$ cat src/rtl/apb_req_arbiter_if.sv
// Signal bundle between the two-requester APB arbiter, its requesters and the muxed APB slave side.
// Handshake: a requester raises REQn_VALID with stable fields and holds them until REQn_DONE pulses.
// DONE is a one-cycle pulse, and RDATA/ERR are valid with it.
// APB follows SETUP (PSEL) then ACCESS (PSEL+PENABLE); the slave ends ACCESS with PREADY.
interface apb_req_arbiter_if;
  logic        REQ0_VALID;
  logic        REQ0_WRITE;
  logic [15:0] REQ0_ADDR;
  logic [31:0] REQ0_WDATA;
  logic        REQ0_DONE;
  logic [31:0] REQ0_RDATA;
  logic        REQ0_ERR;

  logic        REQ1_VALID;
  logic        REQ1_WRITE;
  logic [15:0] REQ1_ADDR;
  logic [31:0] REQ1_WDATA;
  logic        REQ1_DONE;
  logic [31:0] REQ1_RDATA;
  logic        REQ1_ERR;

  logic [15:0] PADDR;
  logic        PWRITE;
  logic [31:0] PWDATA;
  logic        PENABLE;
  logic        PSEL0;
  logic        PSEL1;
  logic        PSEL2;
  logic        PSEL3;
  logic        PSEL4;
  logic        PREADY;
  logic [31:0] PRDATA;
  logic        PSLVERR;

  modport master (
    input  REQ0_VALID, REQ0_WRITE, REQ0_ADDR, REQ0_WDATA,
    output REQ0_DONE, REQ0_RDATA, REQ0_ERR,
    input  REQ1_VALID, REQ1_WRITE, REQ1_ADDR, REQ1_WDATA,
    output REQ1_DONE, REQ1_RDATA, REQ1_ERR,
    output PADDR, PWRITE, PWDATA, PENABLE,
    output PSEL0, PSEL1, PSEL2, PSEL3, PSEL4,
    input  PREADY, PRDATA, PSLVERR
  );

  modport slave (
    output REQ0_VALID, REQ0_WRITE, REQ0_ADDR, REQ0_WDATA,
    input  REQ0_DONE, REQ0_RDATA, REQ0_ERR,
    output REQ1_VALID, REQ1_WRITE, REQ1_ADDR, REQ1_WDATA,
    input  REQ1_DONE, REQ1_RDATA, REQ1_ERR,
    input  PADDR, PWRITE, PWDATA, PENABLE,
    input  PSEL0, PSEL1, PSEL2, PSEL3, PSEL4,
    output PREADY, PRDATA, PSLVERR
  );
endinterface

$ cat src/rtl/apb_req_arbiter.sv
// Round-robin arbiter that serves two requesters through one APB master onto five decoded slaves.
// Optional APB_ARB_TIMEOUT_EN aborts an ACCESS phase after TIMEOUT_CYCLES wait-state cycles.
module apb_req_arbiter #(
  parameter int unsigned TIMEOUT_CYCLES = 16
) (
  input  logic              PCLK,
  input  logic              PRESET,
  apb_req_arbiter_if.master bus,
  output logic [1:0]        state_o
);

  localparam logic [1:0] S_IDLE     = 2'd0;
  localparam logic [1:0] S_SETUP    = 2'd1;
  localparam logic [1:0] S_ACCESS   = 2'd2;
  localparam logic [1:0] S_COMPLETE = 2'd3;
  localparam logic [2:0] NUM_SLAVES = 3'd5;

  if (TIMEOUT_CYCLES < 1) begin : g_param_check
    $error("TIMEOUT_CYCLES must be at least 1");
  end

  logic [1:0]       state_q, state_d;
  logic             last_q, last_d;
  logic             id_q, id_d;
  logic [4:0]       psel_q, psel_d;
  logic             penable_q, penable_d;
  logic [15:0]      paddr_q, paddr_d;
  logic             pwrite_q, pwrite_d;
  logic [31:0]      pwdata_q, pwdata_d;
  logic [1:0]       done_q, done_d;
  logic [1:0][31:0] rdata_q, rdata_d;
  logic [1:0]       err_q, err_d;

  logic        any_valid;
  logic        gnt;
  logic        req_write;
  logic [15:0] req_addr;
  logic [31:0] req_wdata;
  logic [2:0]  req_slave;

  // On a contest the requester that was not granted last wins.
  assign any_valid = bus.REQ0_VALID | bus.REQ1_VALID;
  assign gnt       = (bus.REQ0_VALID & bus.REQ1_VALID) ? ~last_q : bus.REQ1_VALID;
  assign req_write = gnt ? bus.REQ1_WRITE : bus.REQ0_WRITE;
  assign req_addr  = gnt ? bus.REQ1_ADDR  : bus.REQ0_ADDR;
  assign req_wdata = gnt ? bus.REQ1_WDATA : bus.REQ0_WDATA;
  assign req_slave = req_addr[14:12];

`ifdef APB_ARB_TIMEOUT_EN
  localparam int unsigned TCW = $clog2(TIMEOUT_CYCLES + 1);
  logic [TCW-1:0] tcnt_q, tcnt_d;
  logic           timeout_hit;
  assign timeout_hit = (tcnt_q == TCW'(TIMEOUT_CYCLES));
`endif

  always_comb begin
    state_d   = state_q;
    last_d    = last_q;
    id_d      = id_q;
    psel_d    = psel_q;
    penable_d = penable_q;
    paddr_d   = paddr_q;
    pwrite_d  = pwrite_q;
    pwdata_d  = pwdata_q;
    done_d    = 2'b00;
    rdata_d   = rdata_q;
    err_d     = err_q;
`ifdef APB_ARB_TIMEOUT_EN
    tcnt_d    = tcnt_q;
`endif
    case (state_q)
      S_IDLE: begin
        if (any_valid) begin
          last_d = gnt;
          id_d   = gnt;
          if (req_slave < NUM_SLAVES) begin
            psel_d   = 5'b00001 << req_slave;
            paddr_d  = req_addr;
            pwrite_d = req_write;
            pwdata_d = req_wdata;
            state_d  = S_SETUP;
          end else begin
            // Unmapped slave: complete with an error without touching the bus.
            done_d[gnt]  = 1'b1;
            rdata_d[gnt] = '0;
            err_d[gnt]   = 1'b1;
            state_d      = S_COMPLETE;
          end
        end
      end
      S_SETUP: begin
        penable_d = 1'b1;
        state_d   = S_ACCESS;
`ifdef APB_ARB_TIMEOUT_EN
        tcnt_d    = '0;
`endif
      end
      S_ACCESS: begin
`ifdef APB_ARB_TIMEOUT_EN
        if (timeout_hit) begin
          psel_d        = '0;
          penable_d     = 1'b0;
          done_d[id_q]  = 1'b1;
          rdata_d[id_q] = '0;
          err_d[id_q]   = 1'b1;
          state_d       = S_COMPLETE;
        end else if (bus.PREADY) begin
`else
        if (bus.PREADY) begin
`endif
          psel_d        = '0;
          penable_d     = 1'b0;
          done_d[id_q]  = 1'b1;
          rdata_d[id_q] = pwrite_q ? 32'h0 : bus.PRDATA;
          err_d[id_q]   = bus.PSLVERR;
          state_d       = S_COMPLETE;
        end
`ifdef APB_ARB_TIMEOUT_EN
        else begin
          tcnt_d = tcnt_q + 1'b1;
        end
`endif
      end
      S_COMPLETE: state_d = S_IDLE;
      default:    state_d = S_IDLE;
    endcase
  end

  always_ff @(posedge PCLK) begin
    if (PRESET) begin
      state_q   <= S_IDLE;
      last_q    <= 1'b1;
      id_q      <= 1'b0;
      psel_q    <= '0;
      penable_q <= 1'b0;
      paddr_q   <= '0;
      pwrite_q  <= 1'b0;
      pwdata_q  <= '0;
      done_q    <= '0;
      rdata_q   <= '0;
      err_q     <= '0;
`ifdef APB_ARB_TIMEOUT_EN
      tcnt_q    <= '0;
`endif
    end else begin
      state_q   <= state_d;
      last_q    <= last_d;
      id_q      <= id_d;
      psel_q    <= psel_d;
      penable_q <= penable_d;
      paddr_q   <= paddr_d;
      pwrite_q  <= pwrite_d;
      pwdata_q  <= pwdata_d;
      done_q    <= done_d;
      rdata_q   <= rdata_d;
      err_q     <= err_d;
`ifdef APB_ARB_TIMEOUT_EN
      tcnt_q    <= tcnt_d;
`endif
    end
  end

  assign bus.PSEL0      = psel_q[0];
  assign bus.PSEL1      = psel_q[1];
  assign bus.PSEL2      = psel_q[2];
  assign bus.PSEL3      = psel_q[3];
  assign bus.PSEL4      = psel_q[4];
  assign bus.PENABLE    = penable_q;
  assign bus.PADDR      = paddr_q;
  assign bus.PWRITE     = pwrite_q;
  assign bus.PWDATA     = pwdata_q;
  assign bus.REQ0_DONE  = done_q[0];
  assign bus.REQ0_RDATA = rdata_q[0];
  assign bus.REQ0_ERR   = err_q[0];
  assign bus.REQ1_DONE  = done_q[1];
  assign bus.REQ1_RDATA = rdata_q[1];
  assign bus.REQ1_ERR   = err_q[1];
  assign state_o        = state_q;

endmodule

$ cat src/flat_wrapper.sv
// flat-port wrapper written by rule: the top's interface ports become plain ports
module apb_req_arbiter_flat 
#(
  parameter int unsigned TIMEOUT_CYCLES = 16
)
  (PCLK, PRESET, state_o, bus_REQ0_VALID, bus_REQ0_WRITE, bus_REQ0_ADDR, bus_REQ0_WDATA, bus_REQ0_DONE, bus_REQ0_RDATA, bus_REQ0_ERR, bus_REQ1_VALID, bus_REQ1_WRITE, bus_REQ1_ADDR, bus_REQ1_WDATA, bus_REQ1_DONE, bus_REQ1_RDATA, bus_REQ1_ERR, bus_PADDR, bus_PWRITE, bus_PWDATA, bus_PENABLE, bus_PSEL0, bus_PSEL1, bus_PSEL2, bus_PSEL3, bus_PSEL4, bus_PREADY, bus_PRDATA, bus_PSLVERR);
  apb_req_arbiter_if bus_i ();
  input  logic PCLK;
  input  logic PRESET;
  output logic [1:0] state_o;
  input wire logic [$bits(bus_i.REQ0_VALID)-1:0] bus_REQ0_VALID;
  input wire logic [$bits(bus_i.REQ0_WRITE)-1:0] bus_REQ0_WRITE;
  input wire logic [$bits(bus_i.REQ0_ADDR)-1:0] bus_REQ0_ADDR;
  input wire logic [$bits(bus_i.REQ0_WDATA)-1:0] bus_REQ0_WDATA;
  output wire logic [$bits(bus_i.REQ0_DONE)-1:0] bus_REQ0_DONE;
  output wire logic [$bits(bus_i.REQ0_RDATA)-1:0] bus_REQ0_RDATA;
  output wire logic [$bits(bus_i.REQ0_ERR)-1:0] bus_REQ0_ERR;
  input wire logic [$bits(bus_i.REQ1_VALID)-1:0] bus_REQ1_VALID;
  input wire logic [$bits(bus_i.REQ1_WRITE)-1:0] bus_REQ1_WRITE;
  input wire logic [$bits(bus_i.REQ1_ADDR)-1:0] bus_REQ1_ADDR;
  input wire logic [$bits(bus_i.REQ1_WDATA)-1:0] bus_REQ1_WDATA;
  output wire logic [$bits(bus_i.REQ1_DONE)-1:0] bus_REQ1_DONE;
  output wire logic [$bits(bus_i.REQ1_RDATA)-1:0] bus_REQ1_RDATA;
  output wire logic [$bits(bus_i.REQ1_ERR)-1:0] bus_REQ1_ERR;
  output wire logic [$bits(bus_i.PADDR)-1:0] bus_PADDR;
  output wire logic [$bits(bus_i.PWRITE)-1:0] bus_PWRITE;
  output wire logic [$bits(bus_i.PWDATA)-1:0] bus_PWDATA;
  output wire logic [$bits(bus_i.PENABLE)-1:0] bus_PENABLE;
  output wire logic [$bits(bus_i.PSEL0)-1:0] bus_PSEL0;
  output wire logic [$bits(bus_i.PSEL1)-1:0] bus_PSEL1;
  output wire logic [$bits(bus_i.PSEL2)-1:0] bus_PSEL2;
  output wire logic [$bits(bus_i.PSEL3)-1:0] bus_PSEL3;
  output wire logic [$bits(bus_i.PSEL4)-1:0] bus_PSEL4;
  input wire logic [$bits(bus_i.PREADY)-1:0] bus_PREADY;
  input wire logic [$bits(bus_i.PRDATA)-1:0] bus_PRDATA;
  input wire logic [$bits(bus_i.PSLVERR)-1:0] bus_PSLVERR;
  assign bus_i.REQ0_VALID = bus_REQ0_VALID;
  assign bus_i.REQ0_WRITE = bus_REQ0_WRITE;
  assign bus_i.REQ0_ADDR = bus_REQ0_ADDR;
  assign bus_i.REQ0_WDATA = bus_REQ0_WDATA;
  assign bus_REQ0_DONE = bus_i.REQ0_DONE;
  assign bus_REQ0_RDATA = bus_i.REQ0_RDATA;
  assign bus_REQ0_ERR = bus_i.REQ0_ERR;
  assign bus_i.REQ1_VALID = bus_REQ1_VALID;
  assign bus_i.REQ1_WRITE = bus_REQ1_WRITE;
  assign bus_i.REQ1_ADDR = bus_REQ1_ADDR;
  assign bus_i.REQ1_WDATA = bus_REQ1_WDATA;
  assign bus_REQ1_DONE = bus_i.REQ1_DONE;
  assign bus_REQ1_RDATA = bus_i.REQ1_RDATA;
  assign bus_REQ1_ERR = bus_i.REQ1_ERR;
  assign bus_PADDR = bus_i.PADDR;
  assign bus_PWRITE = bus_i.PWRITE;
  assign bus_PWDATA = bus_i.PWDATA;
  assign bus_PENABLE = bus_i.PENABLE;
  assign bus_PSEL0 = bus_i.PSEL0;
  assign bus_PSEL1 = bus_i.PSEL1;
  assign bus_PSEL2 = bus_i.PSEL2;
  assign bus_PSEL3 = bus_i.PSEL3;
  assign bus_PSEL4 = bus_i.PSEL4;
  assign bus_i.PREADY = bus_PREADY;
  assign bus_i.PRDATA = bus_PRDATA;
  assign bus_i.PSLVERR = bus_PSLVERR;
  apb_req_arbiter #(.TIMEOUT_CYCLES(TIMEOUT_CYCLES)) u_core (.PCLK(PCLK), .PRESET(PRESET), .bus(bus_i), .state_o(state_o));
endmodule
$ cat config.mk
export PLATFORM = sky130hd
export DESIGN_NAME = apb_req_arbiter_flat
export DESIGN_NICKNAME = d
export VERILOG_FILES = /design/src/rtl/apb_req_arbiter_if.sv /design/src/rtl/apb_req_arbiter.sv /design/src/flat_wrapper.sv
export SDC_FILE = /design/constraint.sdc
export NUM_CORES = 1
export LEC_CHECK = 0
export BUFFER_PORTS_ARGS = -buffer_cell sky130_fd_sc_hd__buf_4
export CAP_MARGIN = 20
export CORE_MARGIN = 3
export CORE_UTILIZATION = 51
export DETAILED_ROUTE_END_ITERATION = 12
export PLACE_DENSITY = 0.85
export SYNTH_ARGS = -nofsm -noshare
export SYNTH_HDL_FRONTEND = slang
export SYNTH_SLANG_ARGS = --single-unit
$ cat constraint.sdc
create_clock -name PCLK -period 3.6 [get_ports PCLK]
set_input_delay 0 -clock PCLK [delete_from_list [all_inputs] [get_ports PCLK]]
set_output_delay 0 -clock PCLK [all_outputs]
set_load 0.02 [all_outputs]
==> run summary, run 1 <==
Synthesis inferred 127 register bits. The vias after detailed routing is 6745. For the post-synth design cell area, the log shows 5840 sq um.

The average instance in the mapped netlist occupies 8.72 sq um. The slew at the pin with the worst max-slew slack is 1.08 ns, and the clock latency of the later-clocked register in the worst-skew pair is 0.42 ns. The proportion of layout cells with a drive suffix above 1 is 30.0%, and the number of buffers inserted by hold repair at cts is 124.

The number of fill cells in the layout was 518. After clock tree synthesis, the clock-pin slew on the worst setup and hold paths is 0.06 ns. The critical path in this run is classified as flop to flop.

The library cell used most frequently in the layout, excluding fill and tap cells, is sky130_fd_sc_hd__buf_4. The worst-case IR drop observed on VDD is 0.000462 V. The die is 113 microns wide. In this run the critical register-to-register path is captured at u_core.bus.REQ1_RDATA[15]. After the first detailed-routing iteration, the DRC count stood at 693. The tools report the number of instances resized during post-cts repair as 0. The number of hold-slack violations in the final timing report came out at 0.

The flow ran to the end, and the final reports show no timing, DRC or antenna violations. Once detail routing completed, the nets flagged for antenna violations numbered 0. In this run the worst hold path is classified as input port to flop.

The run gives 0 as the number of max-slew violations in the final report. The tools report the launch point of the worst hold path as bus_PRDATA[14]. The netlist uses 40 different library cells. After detailed routing, the number of remaining DRC violations is 0. For the final routed database, the setup TNS stands at 0 ns.

For the worst flop-to-flop path, the logic depth is 8. 261 I/O pins were placed. Critical register-to-register path startpoint: u_core.state_o[0]. Counting I/O delays and the setup requirement, the final critical path takes 2.80 ns. In the final design database the tool counted 1156 nets. Setup repair after global routing left no endpoint under its margin. TritonCTS built the clock tree.

Entering global routing, the biggest net connects 98 pins. Number of instances in the placed design: 1014. The tools report the post-CTS setup buffer count as 0.

The tools report the sequential share of power as 31.4%. The fmax is 0.357 GHz. The fraction of the yosys area taken by sequential cells was 43.5%; the data required time at the worst endpoint was 3.90 ns. By area the synthesized netlist is led by sky130_fd_sc_hd__dfxtp_1 (44%), sky130_fd_sc_hd__mux2i_1 (8.6%), sky130_fd_sc_hd__o21ai_0 (8.4%), sky130_fd_sc_hd__nor2b_1 (7.0%), sky130_fd_sc_hd__a211oi_1 (5.9%). The remaining global-route overflow is 0, and the post-synth net total is 809. The core region is 11000 sq um. For this block, the routed nets add up to 23800 microns of wire. Across the routed clock network, the largest skew measured is 0.0137 ns. The number of buffers between clock root and the deepest sink was 2; the detail-routed net length per standard cell was 20.4 microns. The fraction of registers with async set/reset was 0%.

The tools report the critical path capture point type as a flop. The logs give 31.8% for the relative contribution of the clock network to total power and 7750 sq um for the total placed instance area. The first-pass iteration count of the detailed router is 7. In this run, the combinational gates consume 36.8% of the power. For this design the static power due to leakage is 0.00416 uW. The period utilization was 77.8%. The post-synthesis cell type with the largest combined area is sky130_fd_sc_hd__dfxtp_1. The tools report the number of warnings reported in the yosys synthesis log as 0. The run gives 3770 uW as the internal power summed over all cells. The count of max-cap constraint violations came out at 0.

The analysis attributes to net switching a power of 2240 uW. Synthesis produced 670 cells. The H-tree was split into 4 levels. The worst hold path endpoint is u_core.bus.REQ0_RDATA[14].

For this design, the sink count on the clock tree is 127. The floorplan step defined a die boundary enclosing 12800 sq um. The count of standard-cell rows was 38; the area overhead of the layout relative to synthesis was 65.1%.

STA puts the critical path data arrival time at 3.10 ns. The number of antenna violations at the first check in global routing came out at 1. The final instance area was 9640 sq um; the post-detailed-placement half-perimeter wirelength was 12600 microns. The final-report setup violation count was 0.

The library cells used most frequently in the layout, excluding fill and tap cells, are sky130_fd_sc_hd__buf_4 (268), sky130_fd_sc_hd__dfxtp_1 (127), sky130_fd_sc_hd__dlygate4sd3_1 (124). The via count of the first global-routing pass is 6890. The relative slew slack is 27.8%. The logs give 1171 for the filler-free cell count of the finished design and 36700 microns for the global-route wire length before repair. The number of port buffers was 260; the TritonCTS buffer count was 17.

Root buffer cell: sky130_fd_sc_hd__clkbuf_16. Global routing consumed, over all layers together, 36.2% of the routing resources. The peak fanout along the critical path works out to 96. The worst setup path is launched from a flop.

The reg2reg setup slack was 0.80 ns; the initial cell density of the core was 52.9%. The die span in y came out at 113 microns. In this run the biggest area consumer among cell types represents 43.5% of the synthesized area.

The most used flip-flop cell after synthesis was sky130_fd_sc_hd__dfxtp_1. The routability-driven placement congestion ratio is 0.873, and the number of instances on the worst hold path is 4. In the routed layout, each cell is associated on average with a via count of 5.76. For this design the ratio of total power to cell area is 623 nW/um^2. The net switching share of the total power works out to 37.2%.

The number of enable-type register cells in the synthesized netlist is 0.
[logic make-up after synthesis]
kind of cell / after synthesis / share of synthesized area, %
buf+inv: 101 / 7.33
fa+ha+maj: 3 / 0.643
simple gates: 183 / 17.4
compound gates: 203 / 22.0
flops: 127 / 43.5
mux: 53 / 9.15
[how the worst max path moves through the flow]
| stage | startpoint | end | slack (ns) | depth (start not counted) |
|---|---|---|---|---|
| global placement | u_core.state_o[0] | u_core.bus.REQ0_RDATA[21] | 1.04 | 7 |
| CTS | u_core.state_o[0] | u_core.bus.REQ0_RDATA[21] | 0.85 | 7 |
| finish | u_core.state_o[0] | u_core.bus.REQ1_RDATA[15] | 0.80 | 8 |
| global route | u_core.state_o[1] | u_core.bus.REQ1_RDATA[30] | 0.55 | 8 |
| detailed placement | u_core.state_o[0] | u_core.bus.REQ0_RDATA[26] | 0.92 | 7 |
| floorplan | u_core.state_o[0] | u_core.err_q[0] | 1.42 | 10 |
[worst max-delay path, stage by stage, from the launching register on]
cell	delay, ns
sky130_fd_sc_hd__dfxtp_1	0.34
sky130_fd_sc_hd__inv_1	0.09
sky130_fd_sc_hd__ha_1	0.36
sky130_fd_sc_hd__or3b_2	0.51
sky130_fd_sc_hd__o211ai_1	0.20
sky130_fd_sc_hd__a21o_2	0.20
sky130_fd_sc_hd__buf_4	0.63
sky130_fd_sc_hd__o21ai_0	0.21
sky130_fd_sc_hd__o31ai_1	0.13
[per-layer routing]
metal	track usage (%)	wire, microns	part of all wire, %	vias up
met2	61.6	11600	48	420
li1	-	-	-	3038
met3	10.3	2130	8.9	106
met4	21.7	1300	5.5	0
met1	40.0	8850	37	3181
met5	0	0	0	-
[per-stage QoR]
step           hold slack (ns)  total power (uW)  utilization (%)  setup WS (ns)
3_3_place_gp             0.252              3710             70.2           1.04
5_1_grt                 0.0147              6240             87.4          0.552
6_report                0.0220              6010             87.4          0.800
2_1_floorplan            0.124              3090                -           1.42
4_1_cts                0.00134              5820             87.4          0.846
3_5_place_dp             0.254              3780             70.2          0.924
[sequential cells by signal, summed over array words and instances, names as in the netlist, 2 cells and up]
| signal | flops |
|---|---|
| u_core.bus.REQ0_RDATA | 32 |
| u_core.bus.PWDATA | 32 |
| u_core.psel_q | 5 |
| u_core.bus.REQ1_RDATA | 32 |
| u_core.state_o | 2 |
| u_core.err_q | 2 |
| u_core.bus.PADDR | 16 |
| u_core.done_q | 2 |
[Yosys cell counts, types with 2 or more instances]
library cell and count:
sky130_fd_sc_hd__nand2b_1 3, sky130_fd_sc_hd__nand3b_1 4, sky130_fd_sc_hd__mux2i_1 50, sky130_fd_sc_hd__inv_1 37
sky130_fd_sc_hd__nor3b_1 32, sky130_fd_sc_hd__nor2b_1 65, sky130_fd_sc_hd__o31ai_1 33, sky130_fd_sc_hd__o21ai_0 98
sky130_fd_sc_hd__nor3_1 2, sky130_fd_sc_hd__ha_1 3, sky130_fd_sc_hd__o41ai_1 3, sky130_fd_sc_hd__buf_4 2
sky130_fd_sc_hd__a21oi_1 6, sky130_fd_sc_hd__mux2_2 3, sky130_fd_sc_hd__clkbuf_1 39, sky130_fd_sc_hd__a22oi_1 3
sky130_fd_sc_hd__buf_1 5, sky130_fd_sc_hd__nand2_1 14, sky130_fd_sc_hd__nor2_1 58, sky130_fd_sc_hd__a211o_1 2
sky130_fd_sc_hd__dfxtp_1 127, sky130_fd_sc_hd__a21o_1 2, sky130_fd_sc_hd__buf_6 3, sky130_fd_sc_hd__buf_2 15
sky130_fd_sc_hd__a211oi_1 46
[power groups by stage]
stage	clock network (uW)	registers [uW]	logic, uW
2_1_floorplan	0	2130	956
3_3_place_gp	0	1840	1870
3_5_place_dp	0	1850	1930
4_1_cts	1900	1830	2090
5_1_grt	1980	1900	2360
6_report	1910	1890	2210
[layout make-up]
| class | count | area (sq um) | area share, % |
|---|---|---|---|
| Antenna cell | 1 | 2.50 | 0.0260 |
| Clock buffer | 18 | 439 | 4.55 |
| Clock inverter | 14 | 214 | 2.22 |
| Inverter | 37 | 139 | 1.44 |
| Multi-Input combinational cell | 442 | 2880 | 29.8 |
| Sequential cell | 127 | 2540 | 26.4 |
| Tap cell | 140 | 175 | 1.82 |
| Timing Repair Buffer | 392 | 3250 | 33.7 |
Note: power is estimated with default switching activity, not from simulation.
==> inputs of run 2 (changes only) <==
Settings changed: ABC_AREA from default to 1, CORE_UTILIZATION 51 to 45, PLACE_DENSITY 0.85 to 0.76.
Clock period 3.6 ns to 2.3 ns, I/O delays scaled along.
==> run summary, run 2 <==
By instance count, the leading cell after synthesis is sky130_fd_sc_hd__nand2_1. The setup path with the least slack is of type flop to flop. Count of max-cap constraint violations: 0 (unchanged). The data required time at the worst endpoint is 2.64 ns (-1.26 ns).

The run gives 261 (unchanged) as the boundary pin count. The arrival time at the worst endpoint came out at 2.38 ns (-0.72 ns). The number of sinks on the clock net was 127 (unchanged); the detail-routed net length per standard cell was 15.1 microns (-26%). Count of unresolved DRC violations after routing: 0 (unchanged). Sorting the synthesized cells by how often they occur yields sky130_fd_sc_hd__nand2_1 (319), sky130_fd_sc_hd__nor2_1 (204), sky130_fd_sc_hd__inv_1 (178). The slowest stage of the critical path is the sky130_fd_sc_hd__buf_4 cell. The die span in y was 131 microns (+16%). Minimum clock period after layout: 2.03 ns (-0.769 ns). The number of max-slew violations in the final report is 0 (unchanged). The global-route wire length before repair was 41200 microns (+12%). The net switching share of the total power was 47.2% (+9.9 points); the via count of the first global-routing pass was 8250 (+20%).

The cell sitting at the root of the clock tree is a sky130_fd_sc_hd__clkbuf_16. The most used flip-flop cell after synthesis is sky130_fd_sc_hd__dfxtp_1. The final-report setup violation count is 0 (unchanged).

The maximum level of the CTS H-tree is 4 (unchanged). TritonCTS built the clock tree. Leaving out fill and tap cells, the most frequent cells in the layout are sky130_fd_sc_hd__nand2_1 (317), sky130_fd_sc_hd__buf_4 (279), sky130_fd_sc_hd__nor2_1 (204). The logs give 0.00817 ns (-0.0138 ns) for the worst-case hold slack and 15100 microns (+19%) for the post-detailed-placement half-perimeter wirelength.

The sum of negative setup slack is 0 ns (unchanged), and the relative slew slack is 36.9% (+9.1 points). The post-synthesis cell type with the largest combined area is sky130_fd_sc_hd__dfxtp_1. The tools report the count of standard-cell rows as 45 (+18%). Among cell families on the critical path, the largest total delay comes from buffers and inverters. The peak per-stage delay on the critical path came out at 0.74 ns (+0.11 ns).

The fmax was 0.492 GHz (+38%). The number of antenna violations at the first check in global routing is 1 (unchanged). The number of DRC markers after the initial detailed-route iteration is 664 (-4.2%), and the period utilization is 88.3% (+11 points).

The number of warnings reported in the yosys synthesis log is 0 (unchanged). Leaving out fill and tap cells, the most frequent cell in the layout is sky130_fd_sc_hd__nand2_1. The run finished with clean final reports.

The vias after detailed routing was 8678 (+29%); the proportion of netlist area held by the largest area contributor was 36.0% (-7.6 points). Yosys attributes the largest share of cell area to sky130_fd_sc_hd__dfxtp_1 (36%), sky130_fd_sc_hd__nand2_1 (17%), sky130_fd_sc_hd__nor2_1 (11%), sky130_fd_sc_hd__inv_1 (9.5%), sky130_fd_sc_hd__nand4_1 (6.0%). Relative contribution of the clock network to total power: 16.7% (-15 points).

The post-synth net total was 1317 (+63%); the number of port buffers was 260 (unchanged). The cell with the most instances on the worst path was sky130_fd_sc_hd__nand2_1. In this run the worst hold path is classified as input port to flop. The die footprint was 17200 sq um (+35%).

The count of mapped cells out of synthesis was 1178 (+76%); the maximum number of pins on one net before global-route repair was 82 (-16%). Number of fill cells in the layout: 1250 (+140%). STA classifies the critical path endpoint as a flop. Walking the worst path, the cells encountered are nand2_1 -> nand2_4 -> inv_4 -> buf_4 -> nand2_1 -> nand2_1 -> o21ai_0 -> nor2_1. For the remaining global-route overflow, the log shows 0 (unchanged).

The logs give 25800 microns (+8.1%) for the final wirelength and 17 (unchanged) for the TritonCTS buffer count. The power per cell area was 1430 nW/um^2 (+130%); the internal power summed over all cells was 8050 uW (+110%). From synthesis to final layout, the design area changed by 50.3%. The worst clock skew is 0.00917 ns (-0.00457 ns), and the fraction of the yosys area taken by sequential cells is 36.0% (-7.6 points).

The tools report the sequential share of power as 25.8% (-5.6 points). Number of hold-slack violations in the final timing report: 0 (unchanged). The average size of a mapped cell is 6.00 sq um (-31%), and the fraction of registers with async set/reset is 0% (unchanged). The run gives 28.7% (-7.5 points) as the total routing usage reported by global routing.

The number of distinct library cells after synthesis was 28 (-30%); the residual antenna-violating net count after detailed routing was 0 (unchanged). The run gives 2 (unchanged) as the number of buffers between clock root and the deepest sink. The worst vdd rail ir drop is 0.00116 V (+150%). Total core area: 15300 sq um (+38%).

The run gives 7070 sq um (+21%) as the post-synth design cell area. The ratio of routed vias to standard cells is 5.07 (-12%), and the peak fanout along the critical path is 81 (-16%). The routability-driven placement congestion ratio is 0.859 (-1.5%). For the clock latency of the later-clocked register in the worst-skew pair, the log shows 0.42 ns (about the same).

The CTS clock-pin slew for the worst setup and hold paths is 0.05 ns (about the same), and the number of enable-type register cells in the synthesized netlist is 0 (unchanged). The initial cell density of the core is 46.3% (-6.6 points), and the first-pass iteration count of the detailed router is 7 (unchanged). The sum of buffers and inverters on the critical path works out to 2 (unchanged). The net load switching power is 7190 uW (+220%), and the combinational power share is 57.6% (+21 points). The proportion of layout cells with a drive suffix above 1 is 21.9% (-8.1 points), and the net total in the final layout is 1626 (+41%). The run gives 0.00548 uW (+32%) as the leakage power summed over all cells. The kind of start point of the critical path is a flop. The floorplan die width works out to 131 microns (+16%). Setup repair after global routing left no endpoint under its margin.

For the core occupancy in the finished layout, the log shows 69.6% (-18 points). Slew at the pin with the worst max-slew slack: 0.947 ns (-0.137 ns). The number of instances resized during post-cts repair was 0 (unchanged).

The flip-flop and latch count after synthesis was 127 (unchanged).
-- run 2: worst paths after layout --
kind	startpoint	to	slack [ns]	cells past startpoint
setup / recovery	u_core.last_q	u_core.bus.PADDR[11]	0.27	8
hold reg to reg	u_core.last_q	u_core.last_q	0.46	2
hold / removal	bus_REQ1_WDATA[3]	u_core.bus.PWDATA[3]	0.008	5
setup reg to reg	u_core.last_q	u_core.bus.PADDR[11]	0.27	8
-- run 2: final cells by class --
type                    instances  area [sq um]  area share (%)
diodes                          1          2.50          0.0236
clock buffers                  24           492            4.63
clock inverters                 7          60.1           0.565
inverters                     181           683            6.43
multi-input cells             784          3470            32.7
flip-flops and latches        127          2540            23.9
well taps                     211           264            2.48
repair buffers                376          3110            29.2
-- run 2: per-stage QoR --
| stage | total power (uW) | worst slack [ns] | area [sq um] | instances |
|---|---|---|---|---|
| 2_1_floorplan | 9580 | 0.293 | 7070 | 1178 |
| 3_3_place_gp | 12300 | 0.340 | 9140 | 1586 |
| 3_5_place_dp | 12500 | 0.308 | 9140 | 1586 |
| 4_1_cts | 15200 | 0.284 | 10600 | 1710 |
| 5_1_grt | 16400 | 0.0670 | 10600 | 1711 |
| 6_report | 15200 | 0.269 | 10600 | 1711 |
-- run 2: what timing repair did --
item | 4_1_cts | 5_1_grt
hold buffers | 93 | 0
setup buffers | 0 | 0
hold endpoints to repair | 53 | 0
-- run 2: worst register-to-register path: stages (launching register included) --
cell	delay (ns)
sky130_fd_sc_hd__dfxtp_1	0.31
sky130_fd_sc_hd__nand2_1	0.13
sky130_fd_sc_hd__nand2_4	0.19
sky130_fd_sc_hd__inv_4	0.10
sky130_fd_sc_hd__buf_4	0.74
sky130_fd_sc_hd__nand2_1	0.18
sky130_fd_sc_hd__nand2_1	0.12
sky130_fd_sc_hd__o21ai_0	0.09
sky130_fd_sc_hd__nor2_1	0.12
-- run 2: cell families after synthesis --
kind of cell | count (synthesis) | synth area share [%]
adders and majority gates | 3 | 0.531
DFF | 127 | 36.0
buffers and inverters | 267 | 15.0
and+or+nand+nor | 646 | 38.1
AOI/OAI and AO/OA | 135 | 10.4
-- run 2: per-layer routing --
metal | routed length (microns) | up-vias | global-route usage (%) | share of wire (%)
met4 | 1110 | 0 | 14.5 | 4.3
met2 | 11900 | 460 | 46.8 | 46
met1 | 10500 | 3866 | 34.8 | 41
met3 | 2290 | 81 | 7.70 | 8.9
met5 | 0 | - | 0 | 0
li1 | - | 4271 | - | -
-- run 2: power groups by stage --
stage,Sequential [uW],Combinational (uW),Clock [uW]
2_1_floorplan,4900,4680,0
3_3_place_gp,3910,8410,0
3_5_place_dp,3930,8570,0
4_1_cts,3900,8750,2550
5_1_grt,4030,9760,2650
6_report,3920,8770,2540
